### config.mk
export PLATFORM = sky130hd
export DESIGN_NAME = uart_tx_flat
export DESIGN_NICKNAME = d
export VERILOG_FILES = /design/src/rtl/uart_tx_if.sv /design/src/rtl/uart_tx.sv /design/src/flat_wrapper.sv
export SDC_FILE = /design/constraint.sdc
export NUM_CORES = 1
export LEC_CHECK = 0
export ABC_CLOCK_PERIOD_IN_PS = 3900
export CAP_MARGIN = 25
export CORE_AREA = 5 5 107 109
export CTS_BUF_LIST = sky130_fd_sc_hd__clkbuf_2 sky130_fd_sc_hd__clkbuf_4 sky130_fd_sc_hd__clkbuf_8
export CTS_CLUSTER_DIAMETER = 150
export DETAILED_ROUTE_END_ITERATION = 8
export DIE_AREA = 0 0 112 114
export PLACE_DENSITY_LB_ADDON = 0.1
export SLEW_MARGIN = 40
export SYNTH_ARGS = -nofsm -noshare
export SYNTH_HDL_FRONTEND = slang
export SYNTH_SLANG_ARGS = --single-unit
### constraint.sdc
create_clock -name clk -period 3.9 [get_ports clk]
set_input_delay 0.585 -clock clk [delete_from_list [all_inputs] [get_ports clk]]
set_output_delay 0.585 -clock clk [all_outputs]
set_load 0.05 [all_outputs]
### src/rtl/uart_tx_if.sv
// Host-side byte queue port for uart_tx.
//   din        byte offered by the host
//   din_valid  din offered this cycle
//   din_ready  transmitter FIFO not full
// master = host side, slave = uart_tx side.
interface uart_tx_if #(
  parameter int unsigned DATA_BITS = 8
);
  logic [DATA_BITS-1:0] din;
  logic                 din_valid;
  logic                 din_ready;

  modport master (output din, output din_valid, input din_ready);
  modport slave  (input din, input din_valid, output din_ready);
endinterface

### src/rtl/uart_tx.sv
// Hardwired UART transmitter, serialising queued bytes as 8N1 (configurable)
// on one line. Bit timing is derived from a 16.8 fractional divider in the same
// format as the PIO state machines, CYCLES_PER_BIT divided ticks per bit.
// Ports:
//   clk, reset   system clock, synchronous active-high reset
//   en           1 = divider runs, 0 = pause (all state held)
//   div          [23:8] integer, [7:0] fraction; integer 0 -> tick every clk
//   host         byte queue port (din / din_valid / din_ready)
//   tx           serial line, idle high
//   busy         frame in progress or FIFO non-empty
//   fifo_level   entries queued
module uart_tx #(
  parameter int unsigned DATA_BITS      = 8,
  parameter int unsigned STOP_BITS      = 1,
  parameter int unsigned CYCLES_PER_BIT = 8,
  parameter int unsigned FIFO_DEPTH     = 4
) (
  input  logic                          clk,
  input  logic                          reset,
  input  logic                          en,
  input  logic [23:0]                   div,
  uart_tx_if.slave                      host,
  output logic                          tx,
  output logic                          busy,
  output logic [$clog2(FIFO_DEPTH):0]   fifo_level
);

  localparam int unsigned PTR_W  = (FIFO_DEPTH > 1) ? $clog2(FIFO_DEPTH) : 1;
  localparam int unsigned LVL_W  = $clog2(FIFO_DEPTH) + 1;
  localparam int unsigned TCNT_W = $clog2(STOP_BITS * CYCLES_PER_BIT + 1);
  localparam int unsigned BIT_W  = (DATA_BITS > 1) ? $clog2(DATA_BITS) : 1;

  localparam logic [TCNT_W-1:0] LAST_BIT_T  = TCNT_W'(CYCLES_PER_BIT - 1);
  localparam logic [TCNT_W-1:0] LAST_STOP_T = TCNT_W'(STOP_BITS * CYCLES_PER_BIT - 1);
  localparam logic [BIT_W-1:0]  LAST_BIT    = BIT_W'(DATA_BITS - 1);
  localparam logic [LVL_W-1:0]  FULL_LVL    = LVL_W'(FIFO_DEPTH);

  typedef enum logic [1:0] {IDLE, START, DATA, STOP} state_t;

  // ---------------- fractional tick generator ----------------
  logic [15:0] div_int;
  logic [7:0]  div_frac;
  logic [15:0] cnt_q;
  logic [7:0]  acc_q;
  logic [8:0]  acc_sum;
  logic        tick_c;

  assign div_int  = div[23:8];
  assign div_frac = div[7:0];

  always_comb begin
    acc_sum = {1'b0, acc_q} + {1'b0, div_frac};
    tick_c  = en && ((div_int == 16'd0) || (cnt_q == 16'd0));
  end

  // Tick when the counter is zero; reload with int + carry - 1 so the period
  // stretches by one clk whenever the fraction accumulator overflows.
  always_ff @(posedge clk) begin
    if (reset) begin
      cnt_q <= 16'd0;
      acc_q <= 8'd0;
    end else if (en) begin
      if (div_int == 16'd0) begin
        cnt_q <= 16'd0;
      end else if (cnt_q == 16'd0) begin
        acc_q <= acc_sum[7:0];
        cnt_q <= div_int + 16'(acc_sum[8]) - 16'd1;
      end else begin
        cnt_q <= cnt_q - 16'd1;
      end
    end
  end

  // ---------------- TX FIFO ----------------
  logic [DATA_BITS-1:0] mem [FIFO_DEPTH];
  logic [PTR_W-1:0]     wr_ptr;
  logic [PTR_W-1:0]     rd_ptr;
  logic                 pop_c;
  logic                 push_c;
  logic                 empty_c;
  logic                 full_c;
  logic [LVL_W-1:0]     level_d;

  // A write arriving while full is still taken if a pop frees a slot this cycle.
  always_comb begin
    empty_c = (fifo_level == '0);
    full_c  = (fifo_level == FULL_LVL);
    push_c  = host.din_valid && (!full_c || pop_c);
    level_d = fifo_level + LVL_W'(push_c) - LVL_W'(pop_c);
  end

  always_ff @(posedge clk) begin
    if (push_c) begin
      mem[wr_ptr] <= host.din;
    end
  end

  always_ff @(posedge clk) begin
    if (reset) begin
      wr_ptr     <= '0;
      rd_ptr     <= '0;
      fifo_level <= '0;
    end else begin
      if (push_c) wr_ptr <= wr_ptr + PTR_W'(1);
      if (pop_c)  rd_ptr <= rd_ptr + PTR_W'(1);
      fifo_level <= level_d;
    end
  end

  // ---------------- frame FSM ----------------
  state_t               state_q, state_d;
  logic [DATA_BITS-1:0] shift_q, shift_d;
  logic [TCNT_W-1:0]    tcnt_q, tcnt_d;
  logic [BIT_W-1:0]     bit_q, bit_d;
  logic                 tx_d;

  always_ff @(posedge clk) begin
    if (reset) begin
      state_q        <= IDLE;
      shift_q        <= '0;
      tcnt_q         <= '0;
      bit_q          <= '0;
      tx             <= 1'b1;
      busy           <= 1'b0;
      host.din_ready <= 1'b1;
    end else begin
      state_q        <= state_d;
      shift_q        <= shift_d;
      tcnt_q         <= tcnt_d;
      bit_q          <= bit_d;
      tx             <= tx_d;
      busy           <= (state_d != IDLE) || (level_d != '0);
      host.din_ready <= (level_d != FULL_LVL);
    end
  end

  // Everything advances on divider ticks only; tx_d is the line value for the
  // state being entered, so tx changes exactly on the tick edge.
  always_comb begin
    state_d = state_q;
    shift_d = shift_q;
    tcnt_d  = tcnt_q;
    bit_d   = bit_q;
    tx_d    = tx;
    pop_c   = 1'b0;
    if (tick_c) begin
      case (state_q)
        IDLE: begin
          tx_d = 1'b1;
          if (!empty_c) begin
            pop_c   = 1'b1;
            shift_d = mem[rd_ptr];
            tcnt_d  = '0;
            state_d = START;
            tx_d    = 1'b0;
          end
        end
        START: begin
          if (tcnt_q == LAST_BIT_T) begin
            tcnt_d  = '0;
            bit_d   = '0;
            state_d = DATA;
            tx_d    = shift_q[0];
          end else begin
            tcnt_d = tcnt_q + TCNT_W'(1);
          end
        end
        DATA: begin
          if (tcnt_q == LAST_BIT_T) begin
            tcnt_d = '0;
            if (bit_q == LAST_BIT) begin
              state_d = STOP;
              tx_d    = 1'b1;
            end else begin
              bit_d   = bit_q + BIT_W'(1);
              shift_d = shift_q >> 1;
              tx_d    = shift_d[0];
            end
          end else begin
            tcnt_d = tcnt_q + TCNT_W'(1);
          end
        end
        STOP: begin
          if (tcnt_q == LAST_STOP_T) begin
            tcnt_d = '0;
            // Back-to-back frames: go straight to the next start bit.
            if (!empty_c) begin
              pop_c   = 1'b1;
              shift_d = mem[rd_ptr];
              state_d = START;
              tx_d    = 1'b0;
            end else begin
              state_d = IDLE;
              tx_d    = 1'b1;
            end
          end else begin
            tcnt_d = tcnt_q + TCNT_W'(1);
          end
        end
        default: begin
          state_d = IDLE;
          tx_d    = 1'b1;
        end
      endcase
    end
  end

endmodule
### src/flat_wrapper.sv
// flat-port wrapper written by rule: the top's interface ports become plain ports
module uart_tx_flat 
#(
  parameter int unsigned DATA_BITS      = 8,
  parameter int unsigned STOP_BITS      = 1,
  parameter int unsigned CYCLES_PER_BIT = 8,
  parameter int unsigned FIFO_DEPTH     = 4
)
  (clk, reset, en, div, tx, busy, fifo_level, host_din, host_din_valid, host_din_ready);
  uart_tx_if #(.DATA_BITS(DATA_BITS)) host_i ();
  input  logic clk;
  input  logic reset;
  input  logic en;
  input  logic [23:0] div;
  output logic tx;
  output logic busy;
  output logic [$clog2(FIFO_DEPTH):0] fifo_level;
  input wire logic [$bits(host_i.din)-1:0] host_din;
  input wire logic [$bits(host_i.din_valid)-1:0] host_din_valid;
  output wire logic [$bits(host_i.din_ready)-1:0] host_din_ready;
  assign host_i.din = host_din;
  assign host_i.din_valid = host_din_valid;
  assign host_din_ready = host_i.din_ready;
  uart_tx #(.DATA_BITS(DATA_BITS), .STOP_BITS(STOP_BITS), .CYCLES_PER_BIT(CYCLES_PER_BIT), .FIFO_DEPTH(FIFO_DEPTH)) u_core (.clk(clk), .reset(reset), .en(en), .div(div), .host(host_i), .tx(tx), .busy(busy), .fifo_level(fifo_level));
endmodule
; ---- Yosys cells after proc, flatten, opt, wreduce, memory -nomap -nowiden
; Memory sizes are Yosys's and may differ from the RTL's. A register that Yosys moved wholly into a read port is not among the register bits.
; Cells that the tools add are included.
; W data, S select, Z words.
[op_classes]
eq_ne = 12
n_mux = 36
n_reduce_logical = 20
bitwise = 1
add_sub_neg = 10
[op_table]
columns = op, n
row1 = $logic_not A16 Y1, 2
row2 = $mux W16, 2
row3 = $mux W8, 4
row4 = $sub A16 B1 Y16 const B, 2
row5 = $pmux W8 S3, 1
row6 = $add A16 B1 Y16, 1
row7 = $mux W2, 8
row8 = $mux W1, 11
row9 = $reduce_and A5 Y1, 2
row10 = $add A8 B8 Y9, 1
row11 = $mux W3, 3
row12 = $mux W4, 2
row13 = $pmux W2 S4, 1
row14 = $pmux W4 S2, 1
row15 = $eq A3 B3 Y1 const B, 2
row16 = $ne A2 B1 Y1 const B, 3
row17 = $pmux W3 S2, 1
row18 = $reduce_bool A3 Y1, 2
row19 = $add A2 B1 Y2 const B, 2
row20 = $add A4 B1 Y4 const B, 1
row21 = $eq A2 B2 Y1 const B, 2
row22 = $eq A4 B3 Y1 const B, 1
row23 = $ne A2 B2 Y1 const B, 2
row24 = $pmux W1 S4, 1
row25 = 17 further kinds, 21
[word_totals]
word_cells = 92
reg_bits = 51
mem_bits_rw = 32
out_inout_bits = 6
memories = 1
[mem_list]
columns = memory, words, word_bits, rd, rd_clocked_by_memory_dff, wr, line_no
row1 = u_core.mem, 4, 8, 1, 1, 1, uart_tx.sv:75  ; logic [DATA_BITS-1:0] mem [FIFO_DEPTH];

; ---- Depth between registers and ports, before layout
; Gate-level depths: netlist (run 1).
[logic_depth]
ltp_word = 11
ltp_mapped = 16

; ---- Worst setup path after synthesis (run 1)
; OpenSTA, ideal clock, no wires.
[synth_timing]
path_kind = input port to flip-flop
from = input port div[0]
to = register u_core.cnt_q[11]
setup_time_ns = 0.117
setup_slack_ns = 0.261
stages = 15
t_arrival_ns = 3.522
cell_sequence = ha_1 fa_1 a21o_1 a21oi_1 nor2b_1 o221ai_1 nand2b_1 a21oi_1 ha_1 nor3b_1 nand3_1 or3_1 xor2_1 nand2_1 a32o_1
[synth_between]
elab_chain_cells = 5
[synth_lines]
columns = item, line_no
row1 = start: declaration, flat_wrapper.sv:14  ; input logic [23:0] div;
row2 = $add A8 B8 Y9, uart_tx.sv:52  ; acc_sum = {1'b0, acc_q} + {1'b0, div_frac};
row3 = $add A16 B1 Y16, uart_tx.sv:67  ; cnt_q <= div_int + 16'(acc_sum[8]) - 16'd1;
row4 = $sub A16 B1 Y16, uart_tx.sv:67
row5 = $mux W16, uart_tx.sv:65  ; end else if (cnt_q == 16'd0) begin
row6 = $mux W16, uart_tx.sv:63  ; if (div_int == 16'd0) begin
row7 = end signal: assignment, uart_tx.sv:67
row8 = end signal: assignment, uart_tx.sv:69  ; cnt_q <= cnt_q - 16'd1;
row9 = end: declaration, uart_tx.sv:43  ; logic [15:0] cnt_q;
; Every way passes these cells.
; A chain may end at the register's enable or synchronous reset.

; ---- Worst setup path after layout (run 1)
; Ends and elaborated chain as after synthesis.

==> impl_metrics.ini, run 1 <==
[sta]
worst_slew_pin_slew_ps = 723
setup_tns_ps = 0
slew_violations = 0
period_minus_slack_ps = 3680
fmaxAchievable_ghz = 0.271
hold_viol = 0
post-route-period-util_pct = 94.5
setup_viol = 0
relSlewSlack_pct = 51.8
whs_ps = 459
finClkSkew_ps = 18.3

[yosys]
syn_nets = 528
seq_area_frac_synth_pct = 44.2
postSynthAreaPerCell_um2 = 9.85
yosys_warnings = 0
synth_edf_count = 32
ys.flop_type = dfxtp_1
synthArstFlopShare_pct = 0
synth_seq_cells = 85
ys_types = 65
synth.cell_area_mm2 = 0.00458
syn_inst = 465

[routing]
drc = 0
drtIter0Drc = 165
postRouteAntennaNets = 0
wirelength_um = 10200
drt_pass1_iterations = 4
dr_total_vias = 3572
vias_per_cell = 5.35
wl_per_cell_um = 15.2

[pwr]
p_comb_share_pct = 43.0
power_density_mw_per_mm2 = 583
internal-power_mw = 1.93
peakVddDrop_mv = 0.279
p_clk_share_pct = 19.2
sw_frac_of_total_pct = 39.9
power.leakage_nw = 2.06
p_switching_mw = 1.28
seq_power_share_pct = 37.8

[global_route]
overflow = 0
grt_use_total_pct = 16.5
antenna_found_initial = 0
grt_pass1_vias = 3620
grt_pass1_wl_um = 17100
grt_max_degree = 35

[clocking]
clock-sinks = 85
htreeDepth = 3
cts_tree = built
cts_buffer_depth = 2
cts_root_buf = clkbuf_8
cts_inserted_buffers = 9
clk-insertion-delay-late_ps = 360
path_clk_slew_ps = 100
hold_buffers = 0

[setup_path]
worst-path-max-fanout = 2
r2r-end = u_core.busy
crit_arrival_ps = 3950
cpMaxStageDelayCell = clkdlybuf4s50_1
path_common_cell = a21oi_2
critPathKind = in -> reg
worstReg2RegStart = u_core.cnt_q[0]
critPathRequiredTime_ps = 4170
cp_slowest_stage_delay_ps = 410
reg2reg_depth = 15
reg2reg_setup_slack_ps = 510
end_kind = register
worstPathCellList = clkdlybuf4s50_1 -> ha_1 -> fa_2 -> a21o_1 -> a21oi_2 -> nor2b_1 -> o221ai_2 -> nand2b_1 -> a21oi_2 -> ha_2 -> nor3b_1 -> nand3_1 -> or3_1 -> xor2_1 -> nand2_1 -> a32o_1
cp-start-kind = input pin

[hold_path]
hold_path.startpoint = u_core.acc_q[6]
whs_path_depth = 2
holdCritPathClass = reg -> reg
hold_path_end = u_core.acc_q[6]

[placement]
numPortBuffers = 41
postPlaceCellArea_mm2 = 0.00527
gp_congestion = 0.861
place_hpwl_um = 7310

[cells_and_area]
fillCellCount = 996
final_util_pct = 52.4
nNetsFinal = 586
num_antenna_cells = 0
final_common_cell = dfxtp_1
drive_gt1_share_pct = 14.8
stdcell_area_mm2 = 0.00551
final_cell_mix = dfxtp_1 (53), nand2_1 (50), nor2_1 (46)
syn_to_final_growth_pct = 20.3

[floorplan]
start_util_pct = 43.6
dieArea_mm2 = 0.0128
fp-row-count = 38
fp.dieW_um = 112
die-height_um = 114
coreArea_mm2 = 0.0105
io_pins = 42

[flow_run]
drv_cap = 0

[run_status]
status = complete, no violations
how the worst max path moves through the flow:
stage	start	slack [ps]	to
floorplan	div[0]	260	u_core.cnt_q[11]
global placement	div[0]	-260	u_core.cnt_q[12]
detailed placement	div[0]	-330	u_core.cnt_q[12]
CTS	div[0]	20	u_core.cnt_q[12]
global route	div[0]	-20	u_core.cnt_q[12]
finish	div[0]	220	u_core.cnt_q[11]
final cells by class:
cell class	instances	area (um^2)	share of cell area [%]
repair buffers	64	583	10.6
clock inverters	7	63.8	1.16
flip-flops and latches	85	2020	36.7
well taps	140	175	3.18
multi-input cells	345	2470	44.9
clock buffers	9	124	2.25
inverters	18	67.6	1.23
cell families (layout without fill, tap and decap cells):
logic type	count (synthesis)	after routing	synth area share, %
AOI/OAI and AO/OA	92	92	13.4
xor gates and xnor gates	21	21	4.02
adders and majority gates	27	27	7.70
buffers and inverters	35	98	2.95
DFF	85	85	44.2
muxes	27	27	8.31
and+or+nand+nor	178	178	19.5
synthesized netlist by cell type (4+ instances only):
cell,count,area [um^2]
nor3_1,13,65.1
o21ai_0,17,85.1
inv_1,17,63.8
mux4_2,8,180
dfxtp_1,53,1060
and2_1,8,50.1
nor2_1,46,173
xor2_1,7,61.3
a31oi_1,4,25.0
nand3_1,10,50.1
mux2_2,8,90.1
ha_1,25,313
clkbuf_1,15,56.3
xnor2_1,14,123
edfxtp_1,32,961
mux2i_1,11,110
nor2b_1,4,25.0
nand3b_1,4,30.0
nand2_1,50,188
a21oi_1,32,160
nor4_1,8,50.1
or3_1,6,37.5
critical path: cells and delay by family:
kind                     cells  cell delay (ps)
AND/OR/NAND/NOR              6             1130
AO/OA/AOI/OAI                5              880
adder cells (fa/ha/maj)      3              760
buffers and inverters        1              410
XOR/XNOR                     1              180
power groups by stage:
stage,sequential [mW],combinational (mW),clock [mW]
after floorplan,1.29,0.931,0
after global placement,1.23,1.34,0
after detailed placement,1.23,1.36,0
after CTS,1.21,1.37,0.637
after global routing,1.24,1.54,0.674
final,1.21,1.38,0.617
stage by stage:
stage               cells  power [mW]  setup WS [ps]
global route          668        3.46          -16.1
finish                668        3.21            215
CTS                   667        3.22           18.9
detailed placement    651        2.60           -326
global placement      651        2.57           -258
floorplan             465        2.22            261
layer usage:
metal  track usage [%]  part of all wire (%)
met2              26.7                    46
met4              5.77                   1.7
met5                 0                     0
met1              22.0                    48
met3              3.55                   4.2
timing repair:
action,4_1_cts,5_1_grt
setup buffers,0,1
gates resized for setup,0,10
setup endpoints to repair,0,6
sequential cells by signal, summed over array words and instances (netlist names), 2 cells and up, named ones only:
signal	count
u_core.acc_q	8
u_core.rd_ptr	2
u_core.fifo_level	3
u_core.wr_ptr	2
u_core.bit_q	3
u_core.shift_q	8
u_core.tcnt_q	4
u_core.mem	32
u_core.cnt_q	16
u_core.state_q	2
Power figures use the tool's default switching activity.
==> run 2, diff against run 1 <==
Settings changed: CORE_AREA 5 5 107 109 to 2 2 104 106, DIE_AREA 0 0 112 114 to 0 0 106 108, SKIP_LAST_GASP from default to 1.
==> run 2 against run 1 <==
  * Combinational power is essentially flat
  * Critical path depth rose by 1
  * Sequential cell count unchanged
  * Power hardly changed
  * Clock skew is 2.9 ps lower
  * First-iteration DRC count decreased by 7.3%
  * Non-clock buffer count grew 1
  * Worst hold slack gained 3.7 ps
  * Final cell count is 0.45% lower
  * Critical path type unchanged
  * Highest routed layer unchanged
==> impl_metrics.ini, run 2 (synthesis gave the netlist of run 1 again) <==
[setup_path]
end_kind = register
reg2reg_depth = 16
cp-start-kind = input pin
cp_slowest_stage_delay_ps = 420
worst-path-max-fanout = 2
cpMaxStageDelayCell = clkdlybuf4s50_1
critPathRequiredTime_ps = 4210
r2r-end = u_core.cnt_q[12]
worstPathCellList = clkdlybuf4s50_1 -> ha_2 -> fa_1 -> a21o_1 -> a21oi_2 -> nor2b_1 -> o221ai_1 -> nand2b_1 -> a21oi_2 -> ha_2 -> ha_2 -> nand2b_1 -> or3_4 -> nor4_4 -> xnor2_1 -> a2111oi_2 -> a21o_1
path_common_cell = ha_2
worstReg2RegStart = u_core.acc_q[0]
critPathKind = in -> reg
crit_path_start = div[0]
crit_arrival_ps = 4040
reg2reg_setup_slack_ps = 510

[global_route]
antenna_found_initial = 0
overflow = 0
grt_max_degree = 48
grt_pass1_wl_um = 16400
grt_use_total_pct = 18.1
grt_pass1_vias = 3394

[clocking]
cts_root_buf = clkbuf_8
htreeDepth = 3
hold_buffers = 0
cts_inserted_buffers = 9
cts_buffer_depth = 2
cts_tree = built
path_clk_slew_ps = 100
clock-sinks = 85
clk-insertion-delay-late_ps = 360

[cells_and_area]
fin_cells = 665
nNetsFinal = 587
largest_register_ffs = 32
final_common_cell = dfxtp_1
fillCellCount = 925
stdcell_area_mm2 = 0.00551
regMostFlops = u_core.mem
final_cell_mix = dfxtp_1 (53), nand2_1 (50), nor2_1 (46)
syn_to_final_growth_pct = 20.3
drive_gt1_share_pct = 14.7
top_regs = u_core.mem (32), u_core.cnt_q (16)
num_antenna_cells = 0

[sta]
setup_viol = 0
hold_viol = 0
relSlewSlack_pct = 52.2
post-route-period-util_pct = 95.6
layout_setup_ws_ps = 171
worst_slew_pin_slew_ps = 717
fmaxAchievable_ghz = 0.268
slew_violations = 0
period_minus_slack_ps = 3730
finClkSkew_ps = 15.5
whs_ps = 463

[placement]
numPortBuffers = 41
pre_cts_ws_ps = -324
postPlaceCellArea_mm2 = 0.00527
gp_congestion = 0.838
numPlacedInstances = 648
place_hpwl_um = 6930

[pwr]
seq_power_share_pct = 37.8
power.leakage_nw = 2.07
power_density_mw_per_mm2 = 583
p_comb_share_pct = 43.1
p_clk_share_pct = 19.1
peakVddDrop_mv = 0.284
internal-power_mw = 1.94
sw_frac_of_total_pct = 39.7
p_switching_mw = 1.28

[routing]
postRouteAntennaNets = 0
drt_pass1_iterations = 4
wirelength_um = 9740
dr_total_vias = 3566
drc = 0
drtIter0Drc = 153
wl_per_cell_um = 14.6
vias_per_cell = 5.36

[hold_path]
hold_path_end = u_core.acc_q[3]
hold_path.startpoint = u_core.acc_q[3]
whs_path_depth = 2
holdCritPathClass = reg -> reg

[floorplan]
die-height_um = 108
start_util_pct = 44.8
coreArea_mm2 = 0.0102
io_pins = 42
fp.dieW_um = 106
dieArea_mm2 = 0.0114
fp-row-count = 37

[flow_run]
drv_cap = 0

[run_status]
status = complete, no violations
[run 2: changes by cell type in the layout (fill, tap and decap cells not counted), sizes merged]
cell,before,now
clkinv,2,3
clkinvlp,1,0
buf,23,24
[run 2: power by group through the flow]
stage                     registers (mW)  clock network (mW)  logic (mW)
final                               1.21               0.615        1.38
after global routing                1.24               0.675        1.56
after CTS                           1.21               0.639        1.37
after detailed placement            1.24                   0        1.36
after global placement              1.23                   0        1.34
after floorplan                     1.29                   0       0.931
[run 2: worst max-delay path by stage]
stage / end
finish: u_core.cnt_q[12]
global route: u_core.cnt_q[12]
CTS: u_core.cnt_q[12]
detailed placement: u_core.cnt_q[12]
global placement: u_core.cnt_q[12]
floorplan: u_core.cnt_q[11]
[run 2: worst max-delay path, delay by kind of cell]
| family | cells | cell delay (ps) |
|---|---|---|
| compound gates | 6 | 1070 |
| fa+ha+maj | 4 | 940 |
| simple gates | 5 | 910 |
| buf+inv | 1 | 420 |
| xor+xnor | 1 | 120 |
[run 2: final cells by class]
| type | instances | area (um^2) | share of cell area [%] |
|---|---|---|---|
| flip-flops and latches | 85 | 2020 | 36.7 |
| clock buffers | 9 | 124 | 2.25 |
| inverters | 18 | 67.6 | 1.23 |
| repair buffers | 65 | 591 | 10.7 |
| multi-input cells | 345 | 2460 | 44.7 |
| clock inverters | 7 | 71.3 | 1.29 |
| well taps | 136 | 170 | 3.09 |
[run 2: stage by stage]
step / TNS, ps / total power, mW / util (%)
2_1_floorplan: 0 / 2.22 / -
3_3_place_gp: -713 / 2.57 / 51.5
3_5_place_dp: -1020 / 2.60 / 51.5
4_1_cts: 0 / 3.22 / 53.4
5_1_grt: -31.4 / 3.47 / 53.8
6_report: 0 / 3.21 / 53.8
[run 2: per-layer routing]
layer | global-route usage (%) | share of wire [%] | routed length, um
met1 | 24.9 | 49 | 4800
met2 | 28.5 | 45 | 4370
met3 | 4.46 | 4.0 | 389
met4 | 5.45 | 1.9 | 183
met5 | 0 | 0 | 0
[run 2: what timing repair did]
| action | 4_1_cts | 5_1_grt |
|---|---|---|
| setup endpoints to repair | 0 | 6 |
| buffers inserted | 0 | 1 |
| hold endpoints to repair | 0 | 0 |
| gates resized for setup | 0 | 10 |
